[config.mk]
export PLATFORM = sky130hd
export DESIGN_NAME = cmp_requester
export DESIGN_NICKNAME = d
export VERILOG_FILES = /design/src/rtl/cmp_requester.sv
export SDC_FILE = /design/constraint.sdc
export NUM_CORES = 1
export LEC_CHECK = 0
export CAP_MARGIN = 20
export CELL_PAD_IN_SITES_DETAIL_PLACEMENT = 0
export CELL_PAD_IN_SITES_GLOBAL_PLACEMENT = 2
export CORE_MARGIN = 2
export CORE_UTILIZATION = 24
export DETAILED_ROUTE_END_ITERATION = 7
export GPL_TIMING_DRIVEN = 0
export HOLD_SLACK_MARGIN = 0.03
export PLACE_DENSITY_LB_ADDON = 0.1
export SLEW_MARGIN = 20
export SYNTH_ARGS = -nofsm -noshare
export SYNTH_HDL_FRONTEND = slang
export SYNTH_SLANG_ARGS = --single-unit
export TNS_END_PERCENT = 30
[constraint.sdc]
create_clock -name CLK -period 1.6 [get_ports CLK]
set_input_delay 0.32 -clock CLK [delete_from_list [all_inputs] [get_ports CLK]]
set_output_delay 0.32 -clock CLK [all_outputs]
set_load 0.005 [all_outputs]
[src/rtl/cmp_requester.sv]
`default_nettype none
// ============================================================================
// Module   : cmp_requester
// Purpose  : Request-side controller for the registered comparator unit.
//            Accepts one compare request at a time, pulses the comparator
//            enable for one cycle, waits for the registered flag (bounded by
//            a watchdog) and returns a decoded boolean answer.
// Options  : CMP_REQ_STATS_EN adds saturating 8-bit response counters
//            (stat_true, stat_false, stat_err).
// Revision : 1.0 - initial release
// ============================================================================
module cmp_requester #(
  parameter int IN_WIDTH = 16,
  parameter int TIMEOUT  = 4
) (
  input  logic                CLK,
  input  logic                RST,
  input  logic                req_valid,
  output logic                req_ready,
  input  logic [IN_WIDTH-1:0] req_a,
  input  logic [IN_WIDTH-1:0] req_b,
  input  logic [1:0]          req_op,
  output logic                rsp_valid,
  input  logic                rsp_ready,
  output logic                rsp_result,
  output logic [1:0]          rsp_code,
  output logic                rsp_err,
  output logic [IN_WIDTH-1:0] cmp_A,
  output logic [IN_WIDTH-1:0] cmp_B,
  output logic [1:0]          cmp_OP,
  output logic                cmp_enable,
  input  logic [1:0]          cmp_out,
  input  logic                cmp_flag
`ifdef CMP_REQ_STATS_EN
  ,
  output logic [7:0]          stat_true,
  output logic [7:0]          stat_false,
  output logic [7:0]          stat_err
`endif
);

  // Watchdog limit; TIMEOUT is restricted to 1..15 so 4 bits suffice.
  localparam logic [3:0] c_TIMEOUT = TIMEOUT[3:0];

  typedef enum logic [1:0] {
    S_IDLE  = 2'd0,
    S_ISSUE = 2'd1,
    S_WAIT  = 2'd2,
    S_RESP  = 2'd3
  } state_t;

  state_t                r_state;
  state_t                w_state_nxt;

  logic [IN_WIDTH-1:0]   r_a;
  logic [IN_WIDTH-1:0]   r_b;
  logic [1:0]            r_op;
  logic [3:0]            r_cnt;
  logic [3:0]            w_cnt_inc;
  logic [1:0]            r_rsp_code;
  logic                  r_rsp_err;
  logic                  r_rsp_result;

  logic                  w_accept;
  logic                  w_capture;
  logic                  w_timeout;
  logic                  w_count;
  logic                  w_handshake;

  assign w_cnt_inc = r_cnt + 4'd1;

  // State register; reset aborts any transaction in flight.
  always_ff @(posedge CLK or posedge RST) begin
    if (RST) begin
      r_state <= S_IDLE;
    end else begin
      r_state <= w_state_nxt;
    end
  end

  // Next-state decode and handshake/enable outputs.
  always_comb begin
    w_state_nxt = r_state;
    req_ready   = 1'b0;
    rsp_valid   = 1'b0;
    cmp_enable  = 1'b0;
    w_accept    = 1'b0;
    w_capture   = 1'b0;
    w_timeout   = 1'b0;
    w_count     = 1'b0;
    w_handshake = 1'b0;
    case (r_state)
      S_IDLE: begin
        req_ready = 1'b1;
        if (req_valid) begin
          w_accept    = 1'b1;
          w_state_nxt = S_ISSUE;
        end
      end
      S_ISSUE: begin
        cmp_enable  = 1'b1;
        w_state_nxt = S_WAIT;
      end
      S_WAIT: begin
        if (cmp_flag) begin
          w_capture   = 1'b1;
          w_state_nxt = S_RESP;
        end else if (w_cnt_inc == c_TIMEOUT) begin
          w_timeout   = 1'b1;
          w_state_nxt = S_RESP;
        end else begin
          w_count     = 1'b1;
        end
      end
      S_RESP: begin
        rsp_valid = 1'b1;
        if (rsp_ready) begin
          w_handshake = 1'b1;
          w_state_nxt = S_IDLE;
        end
      end
      default: w_state_nxt = S_IDLE;
    endcase
  end

  // Operand latch, watchdog counter and response capture/decode.
  always_ff @(posedge CLK or posedge RST) begin
    if (RST) begin
      r_a          <= '0;
      r_b          <= '0;
      r_op         <= 2'b00;
      r_cnt        <= 4'd0;
      r_rsp_code   <= 2'b00;
      r_rsp_err    <= 1'b0;
      r_rsp_result <= 1'b0;
    end else begin
      if (w_accept) begin
        r_a  <= req_a;
        r_b  <= req_b;
        r_op <= req_op;
      end
      if (r_state == S_ISSUE) begin
        r_cnt <= 4'd0;
      end else if (w_count) begin
        r_cnt <= w_cnt_inc;
      end
      if (w_capture) begin
        // A no-op never reports a comparator code, whatever it returned.
        r_rsp_code   <= (r_op == 2'b00) ? 2'b00 : cmp_out;
        r_rsp_err    <= 1'b0;
        r_rsp_result <= (r_op != 2'b00) && (cmp_out == r_op);
      end else if (w_timeout) begin
        r_rsp_code   <= 2'b00;
        r_rsp_err    <= 1'b1;
        r_rsp_result <= 1'b0;
      end
    end
  end

  assign cmp_A      = r_a;
  assign cmp_B      = r_b;
  assign cmp_OP     = r_op;
  assign rsp_code   = r_rsp_code;
  assign rsp_err    = r_rsp_err;
  assign rsp_result = r_rsp_result;

`ifdef CMP_REQ_STATS_EN
  logic [7:0] r_stat_true;
  logic [7:0] r_stat_false;
  logic [7:0] r_stat_err;

  // Saturating response counters, stepped on the response handshake.
  always_ff @(posedge CLK or posedge RST) begin
    if (RST) begin
      r_stat_true  <= 8'd0;
      r_stat_false <= 8'd0;
      r_stat_err   <= 8'd0;
    end else if (w_handshake) begin
      if (r_rsp_err) begin
        if (r_stat_err != 8'hFF) r_stat_err <= r_stat_err + 8'd1;
      end else if (r_rsp_result) begin
        if (r_stat_true != 8'hFF) r_stat_true <= r_stat_true + 8'd1;
      end else begin
        if (r_stat_false != 8'hFF) r_stat_false <= r_stat_false + 8'd1;
      end
    end
  end

  assign stat_true  = r_stat_true;
  assign stat_false = r_stat_false;
  assign stat_err   = r_stat_err;
`else
  // Handshake strobe only feeds the optional counters.
  logic w_unused;
  assign w_unused = w_handshake;
`endif

endmodule
`default_nettype wire

==> run summary, run 1 <==
SYNTH
-------------------------------------------------------------------------------------
EDFF count, synth                                                                   0
Combinational family with the most area after synthesis                  multiplexers
Synth Area in Compound Gates                                                    6.68%
Portion of netlist area occupied by mux cells                                   23.3%
Yosys warning total                                                                 0
Count of distinct cell types in the synthesized netlist                            30
Part of the Yosys area used for sequential elements                             57.1%
Post-Synthesis Net Count                                                          185
Total of flip-flops plus latches after synthesis                                   44
Area share of fa/ha/maj cells after synthesis                                   3.89%
Dominant cell by count in the synthesized netlist                             dfrtp_1
Share of the synthesized area in the top cell type                              57.1%
Synthesized area divided by synthesized cell count                         14.0 sq um
List of most frequent post-synthesis cells                               dfrtp_1 (44), mux2_2 (27), inv_1 (8), mux2_1 (8)
Cell area after technology mapping                                         1930 sq um
Leading area contributor after synthesis                                      dfrtp_1
Simple-Gate Fraction of Synth Area                                              6.16%
Top FF cell, synth                                                            dfrtp_1
Async S/R FF share, synth                                                        100%
Cell count after synthesis                                                        138
XOR/XNOR Fraction of Synth Area                                                0.454%
Ranking of synthesized cells by area                                     dfrtp_1 (57%), mux2_2 (16%), mux2_1 (4.7%), ha_1 (3.9%), mux2i_1 (2.1%)

DETAILED ROUTING
-------------------------------------------------------------------------------------
DRC violations left                                                                 0
Routed length per instance                                               14.1 microns
Count of antenna-violating nets left after detailed routing                         0
Via density                                                                      4.31
Total Routed Length                                                           4.83 mm
Number of detailed-route iterations in the first pass                               3
Met3 routed WL                                                            258 microns
Highest routed layer                                                             met4
DR vias                                                                          1475
Length of routed met2 wiring                                                  2.65 mm
Iteration-0 DRC count of the detailed router                                       25
Wire length on met1                                                           1.89 mm

WORST SETUP PATH
-------------------------------------------------------------------------------------
Buffering stage count on the worst path with inverters included                     1
Max stage delay on crit path                                                  0.46 ns
Worst Path Max Fanout                                                               6
Cell class contributing the biggest share of worst-path delay            compound AO/OA/AOI/OAI gates
Arrival time worst endpoint                                                   2.03 ns
Crit path cell chain                                                     buf_4, and3_4, o2111a_2, o41ai_4, mux2_4
CP required                                                                   1.78 ns
CP max-delay cell                                                             dfrtp_2
Element type at the critical path start                                     flip-flop
Element type at the critical path end                                       flip-flop
Worst Setup Path Type                                                         reg2reg

TIMING
-------------------------------------------------------------------------------------
Final period utilization                                                         115%
Final worst-path setup slack                                                -0.243 ns
Relative slew slack                                                             75.7%
Final min period                                                              1.84 ns
Maximum clock skew at final layout                                         0.00564 ns
Max frequency                                                                 542 MHz
Slew at the pin closest to its max-slew limit                                0.363 ns
Final setup vio count                                                               6
Max-slew violation count                                                            0
Worst Hold Margin                                                            0.269 ns
Number of endpoints with negative hold slack in the final report                    0
Unrepaired setup endpoints after global routing                                   yes

FINISH
-------------------------------------------------------------------------------------
Post-route standard cell area excluding fillers                            3190 sq um
Growth of design area from synthesis to finish                                  65.3%
Nets                                                                              286
Layout cell share with drive strength beyond 1                                  30.8%
Final Core Density                                                              41.0%
Ant diodes                                                                          0

FLOORPLANNING
-------------------------------------------------------------------------------------
Number of top-level pins                                                           82
Initial core utilization                                                        24.8%
Die W                                                                    93.6 microns
Full die area                                                              8770 sq um
Placement Rows                                                                     32
DIE HEIGHT                                                               93.6 microns
Core box area                                                              7770 sq um

CLOCK TREE
-------------------------------------------------------------------------------------
Depth of the CTS H-tree                                                             2
Clock-pin slew of the registers on the worst-case setup and hold paths        0.09 ns
Clock latency on the worst-skew pair                                          0.30 ns
CTS Hold Buffers Added                                                              0
Clock Tree Root                                                              clkbuf_8
Clock tree from TritonCTS                                                         yes
Max Root-Sink Buffers                                                               2
TritonCTS Buffers                                                                   5
Clock Sink Count                                                                   44

GRT
-------------------------------------------------------------------------------------
Number of antenna violations at the first check in global routing                   0
Pin count of the biggest net entering global routing                               35
Wire length of the first global-routing pass                                  7.87 mm
Overflow after GRT                                                                  0
Total routing resource utilization after global routing                         11.6%
Number of global-route vias before repair                                        1662

PWR
-------------------------------------------------------------------------------------
Power Density                                                            1740 nW/um^2
Reported leakage power                                                     0.00134 uW
Max VDD drop                                                                   700 uV

OUTCOME
-------------------------------------------------------------------------------------
Outcome                                                                  finished with violations
Failing checks                                                           setup timing

WORST HOLD PATH
-------------------------------------------------------------------------------------
Worst Hold Class                                                             in2async

PLACED DESIGN
-------------------------------------------------------------------------------------
I/O Buffers                                                                        81
RePlAce Congestion                                                              0.698
Post-detailed-placement cell area                                          2900 sq um
Estimated wirelength of the detail-placed design                              3.53 mm

JOB
-------------------------------------------------------------------------------------
Number of maximum-capacitance violations                                            0

[cells in the final DEF, fill, tap and decap left out, types with 3 or more instances in the layout]
master,synthesis,routed
ha_4,0,3
ha_2,0,3
buf_4,0,15
clkdlybuf4s50_1,0,76
a21oi_1,3,3
inv_1,8,4
nor2_1,6,6
mux2i_1,4,4
mux2_1,8,7
dfrtp_2,0,3
nand2_1,5,4
mux2_2,27,27
inv_2,1,4
clkbuf_8,0,6
dfrtp_1,44,41
[path summary, 6_finish.rpt]
kind / depth (start not counted) / slack, ns / start / end
worst max-delay path: 5 / -0.24 / r_cnt[0]$_DFFE_PP0P_ / r_state[1]$_DFFE_PP0P_
worst min-delay path: 2 / 0.27 / RST / cmp_B[3]$_DFFE_PP0P_
worst min register to register: 2 / 0.50 / rsp_err$_DFFE_PP0P_ / rsp_err$_DFFE_PP0P_
max in group asynchronous: 3 / 0.85 / RST / r_cnt[0]$_DFFE_PP0P_
worst max register to register: 5 / -0.24 / r_cnt[0]$_DFFE_PP0P_ / r_state[1]$_DFFE_PP0P_
min in group CLK: 2 / 0.50 / rsp_err$_DFFE_PP0P_ / rsp_err$_DFFE_PP0P_
[metrics by stage]
| step | instances | TNS (ns) | worst slack (ns) | total power [uW] |
|---|---|---|---|---|
| global route | 342 | -1.41 | -0.274 | 5910 |
| global placement | 321 | -41.33 | -0.666 | 4330 |
| detailed placement | 322 | -12.48 | -0.472 | 4420 |
| floorplan | 138 | -1.53 | -0.0780 | 3010 |
| CTS | 338 | -0.342 | -0.162 | 5520 |
| finish | 342 | -0.889 | -0.243 | 5550 |
[area by class of cell]
class | instances | area [sq um]
Fill cell | 763 | 4580
Sequential cell | 44 | 1100
Timing Repair Buffer | 94 | 925
Multi-Input combinational cell | 82 | 850
Tap cell | 102 | 128
Clock buffer | 6 | 82.6
Clock inverter | 2 | 38.8
Inverter | 9 | 36.3
Buffer | 3 | 22.5
[cells by family (layout without fill, tap and decap cells)]
| logic type | count (synthesis) | after routing |
|---|---|---|
| compound gates | 14 | 14 |
| fa+ha+maj | 6 | 6 |
| buf+inv | 12 | 114 |
| mux | 40 | 40 |
| flops | 44 | 44 |
| xor+xnor | 1 | 1 |
| simple gates | 21 | 21 |
[what timing repair did]
item / CTS / global route
pin swaps: 6 / 3
buffers inserted: 8 / 4
gates cloned: 0 / 0
gates resized for setup: 22 / 11
endpoints found under the setup margin: 40 / 40
[sequential cells by signal, summed over array words and instances (netlist names)]
name,cells
r_state,2
cmp_A,16
rsp_code,2
cmp_B,16
rsp_err,1
r_cnt,4
rsp_result,1
cmp_OP,2
[report_power, final]
group	switching [uW]	internal (uW)
combinational	882	1780
clock	401	511
sequential	331	1650
total	1610	3940
[per-layer routing]
layer | up-vias | global-route usage, %
met2 | 43 | 22.5
li1 | 690 | -
met1 | 738 | 11.9
met4 | 0 | 3.14
met5 | - | 0
met3 | 4 | 3.22
Note: power is estimated with default switching activity, not from simulation.
==> inputs of run 2 (changes only) <==
--- a/config.mk
+++ b/config.mk
@@ -9,7 +9,7 @@
 export CELL_PAD_IN_SITES_DETAIL_PLACEMENT = 0
 export CELL_PAD_IN_SITES_GLOBAL_PLACEMENT = 2
 export CORE_MARGIN = 2
-export CORE_UTILIZATION = 24
+export CORE_UTILIZATION = 27
 export DETAILED_ROUTE_END_ITERATION = 7
 export GPL_TIMING_DRIVEN = 0
 export HOLD_SLACK_MARGIN = 0.03
==> constraint.sdc (replaced) <==
create_clock -name CLK -period 2.1 [get_ports CLK]
set_input_delay 0.42 -clock CLK [delete_from_list [all_inputs] [get_ports CLK]]
set_output_delay 0.42 -clock CLK [all_outputs]
set_load 0.005 [all_outputs]
==> run 2 against run 1 <==
Net effect: die area is 11% lower; wire length fell by 10%; highest routed layer unchanged; largest power group unchanged; the run now ends clean; sequential share of layout area increased by 2.4 points.
==> run summary, run 2 (same netlist as run 1, synthesis figures left out) <==
OUTCOME
-------------------------------------------------------------------------------------
Outcome                                                                     completed

TIMING
-------------------------------------------------------------------------------------
Final period utilization                                                        94.6%
Final setup vio count                                                               0
Unrepaired setup endpoints after global routing                                    no
Max-slew violation count                                                            0
Final min period                                                              1.99 ns
Final-layout setup total negative slack                                          0 ns
Maximum clock skew at final layout                                         0.00527 ns
Max frequency                                                                 503 MHz
Final worst-path setup slack                                                 0.114 ns
Relative slew slack                                                             59.2%
Worst Hold Margin                                                            0.435 ns
Number of endpoints with negative hold slack in the final report                    0
Slew at the pin closest to its max-slew limit                                0.606 ns

PLACED DESIGN
-------------------------------------------------------------------------------------
Dpl ws                                                                     -0.0543 ns
Estimated wirelength of the detail-placed design                              3.29 mm
I/O Buffers                                                                        81
RePlAce Congestion                                                              0.809

WORST SETUP PATH
-------------------------------------------------------------------------------------
Element type at the critical path end                                    primary output
Arrival time worst endpoint                                                   1.57 ns
Worst Setup Path Type                                                         reg2out
CP required                                                                   1.68 ns
Worst Setup SP                                                           r_state[1]$_DFFE_PP0P_
R2R Path Start                                                           r_cnt[0]$_DFFE_PP0P_
Element type at the critical path start                                     flip-flop
Worst Path Max Fanout                                                               7

FLOORPLANNING
-------------------------------------------------------------------------------------
Placement Rows                                                                     30
Die W                                                                    88.5 microns
Number of top-level pins                                                           82
Core box area                                                              6870 sq um
Initial core utilization                                                        28.1%
Full die area                                                              7830 sq um
DIE HEIGHT                                                               88.5 microns

GRT
-------------------------------------------------------------------------------------
Wire length of the first global-routing pass                                  7.20 mm
Number of antenna violations at the first check in global routing                   0
Number of global-route vias before repair                                        1564
Pin count of the biggest net entering global routing                               28
Total routing resource utilization after global routing                         11.9%
Overflow after GRT                                                                  0

FINISH
-------------------------------------------------------------------------------------
Number of inserted filler cells in the final layout                               647
Final Core Density                                                              43.2%
Nets                                                                              274
Top library cells by usage in the layout, fill and taps aside            clkdlybuf4s50_1 (81), dfrtp_1 (44), mux2_2 (27), mux2_1 (8), inv_1 (7)
Ant diodes                                                                          0
Layout cell share with drive strength beyond 1                                  21.1%
Most common cell after layout, fill and taps aside                       clkdlybuf4s50_1
Growth of design area from synthesis to finish                                  54.1%

CLOCK TREE
-------------------------------------------------------------------------------------
Clock-pin slew of the registers on the worst-case setup and hold paths        0.09 ns
Clock latency on the worst-skew pair                                          0.29 ns
TritonCTS Buffers                                                                   5
Depth of the CTS H-tree                                                             2
Clock tree from TritonCTS                                                         yes
Clock Tree Root                                                              clkbuf_8
Max Root-Sink Buffers                                                               2
Clock Sink Count                                                                   44

PWR
-------------------------------------------------------------------------------------
Power Density                                                            1290 nW/um^2
Reported leakage power                                                     0.00124 uW
Max VDD drop                                                                   494 uV
Power consumption                                                             3840 uW

DETAILED ROUTING
-------------------------------------------------------------------------------------
DR vias                                                                          1394
Iteration-0 DRC count of the detailed router                                       10
Via density                                                                      4.30
Routed length per instance                                               13.4 microns
DRC violations left                                                                 0
Total Routed Length                                                           4.34 mm
Number of detailed-route iterations in the first pass                               4
Count of antenna-violating nets left after detailed routing                         0

JOB
-------------------------------------------------------------------------------------
Number of maximum-capacitance violations                                            0

WORST HOLD PATH
-------------------------------------------------------------------------------------
Worst Hold Class                                                             in2async

[run 2: changes by cell type in the layout (fill, tap and decap cells not counted), moves of 3 or more]
| cell | change |
|---|---|
| dfrtp_2 | -3 |
| ha_1 | +5 |
| buf_4 | -15 |
| clkdlybuf4s50_1 | +5 |
| inv_1 | +3 |
| ha_4 | -3 |
| dfrtp_1 | +3 |
[run 2: repair_timing]
| item | CTS | global route |
|---|---|---|
| setup buffers | 0 | 0 |
| resized for setup | 0 | 3 |
| endpoints found under the setup margin | 0 | 5 |
| hold buffers | 0 | 0 |
[run 2: final cells by class]
| cell class | count | area (sq um) | area share [%] |
|---|---|---|---|
| plain buffers | 3 | 13.8 | 0.463 |
| clock inverters | 3 | 18.8 | 0.632 |
| inverters | 9 | 33.8 | 1.14 |
| multi-input cells | 82 | 783 | 26.4 |
| well taps | 96 | 120 | 4.04 |
| repair buffers | 82 | 831 | 28.0 |
| flip-flops and latches | 44 | 1100 | 37.1 |
| clock buffers | 5 | 68.8 | 2.32 |
[run 2: report_power, final]
group          switching (uW)  total [uW]  internal [uW]
logic                     583        1800           1220
registers                 265        1520           1250
clock network             294         526            232
total                    1140        3840           2700
[run 2: final timing paths]
kind                                               end  slack (ns)  cells past startpoint
worst max-delay path                        cmp_enable        0.11                      3
worst min-delay path              cmp_B[3]$_DFFE_PP0P_        0.43                      2
worst max register to register  r_state[1]$_DFFE_PP0P_        0.13                      5
worst min register to register   cmp_A[10]$_DFFE_PP0P_        0.49                      1
max in group asynchronous       r_state[0]$_DFFE_PP0P_        1.18                      3
min in group CLK                 cmp_A[10]$_DFFE_PP0P_        0.49                      1
[run 2: worst max-delay path, stage by stage, from the launching register on]
cell             delay [ns]
dfrtp_1                0.42
inv_1                  0.10
ha_2                   0.24
clkdlybuf4s50_1        0.52
[run 2: stage by stage]
stage          cells  cell area, sq um
2_1_floorplan    138              1930
3_3_place_gp     315              2860
3_5_place_dp     316              2880
4_1_cts          324              2970
5_1_grt          324              2970
6_report         324              2970
[run 2: routing by layer]
layer / up-vias / GRT usage [%] / part of all wire, %
met1: 684 / 13.5 / 41
met5: - / 0 / 0
met4: 0 / 3.31 / 0.83
met2: 47 / 20.9 / 51
li1: 659 / - / -
met3: 4 / 4.38 / 7.4
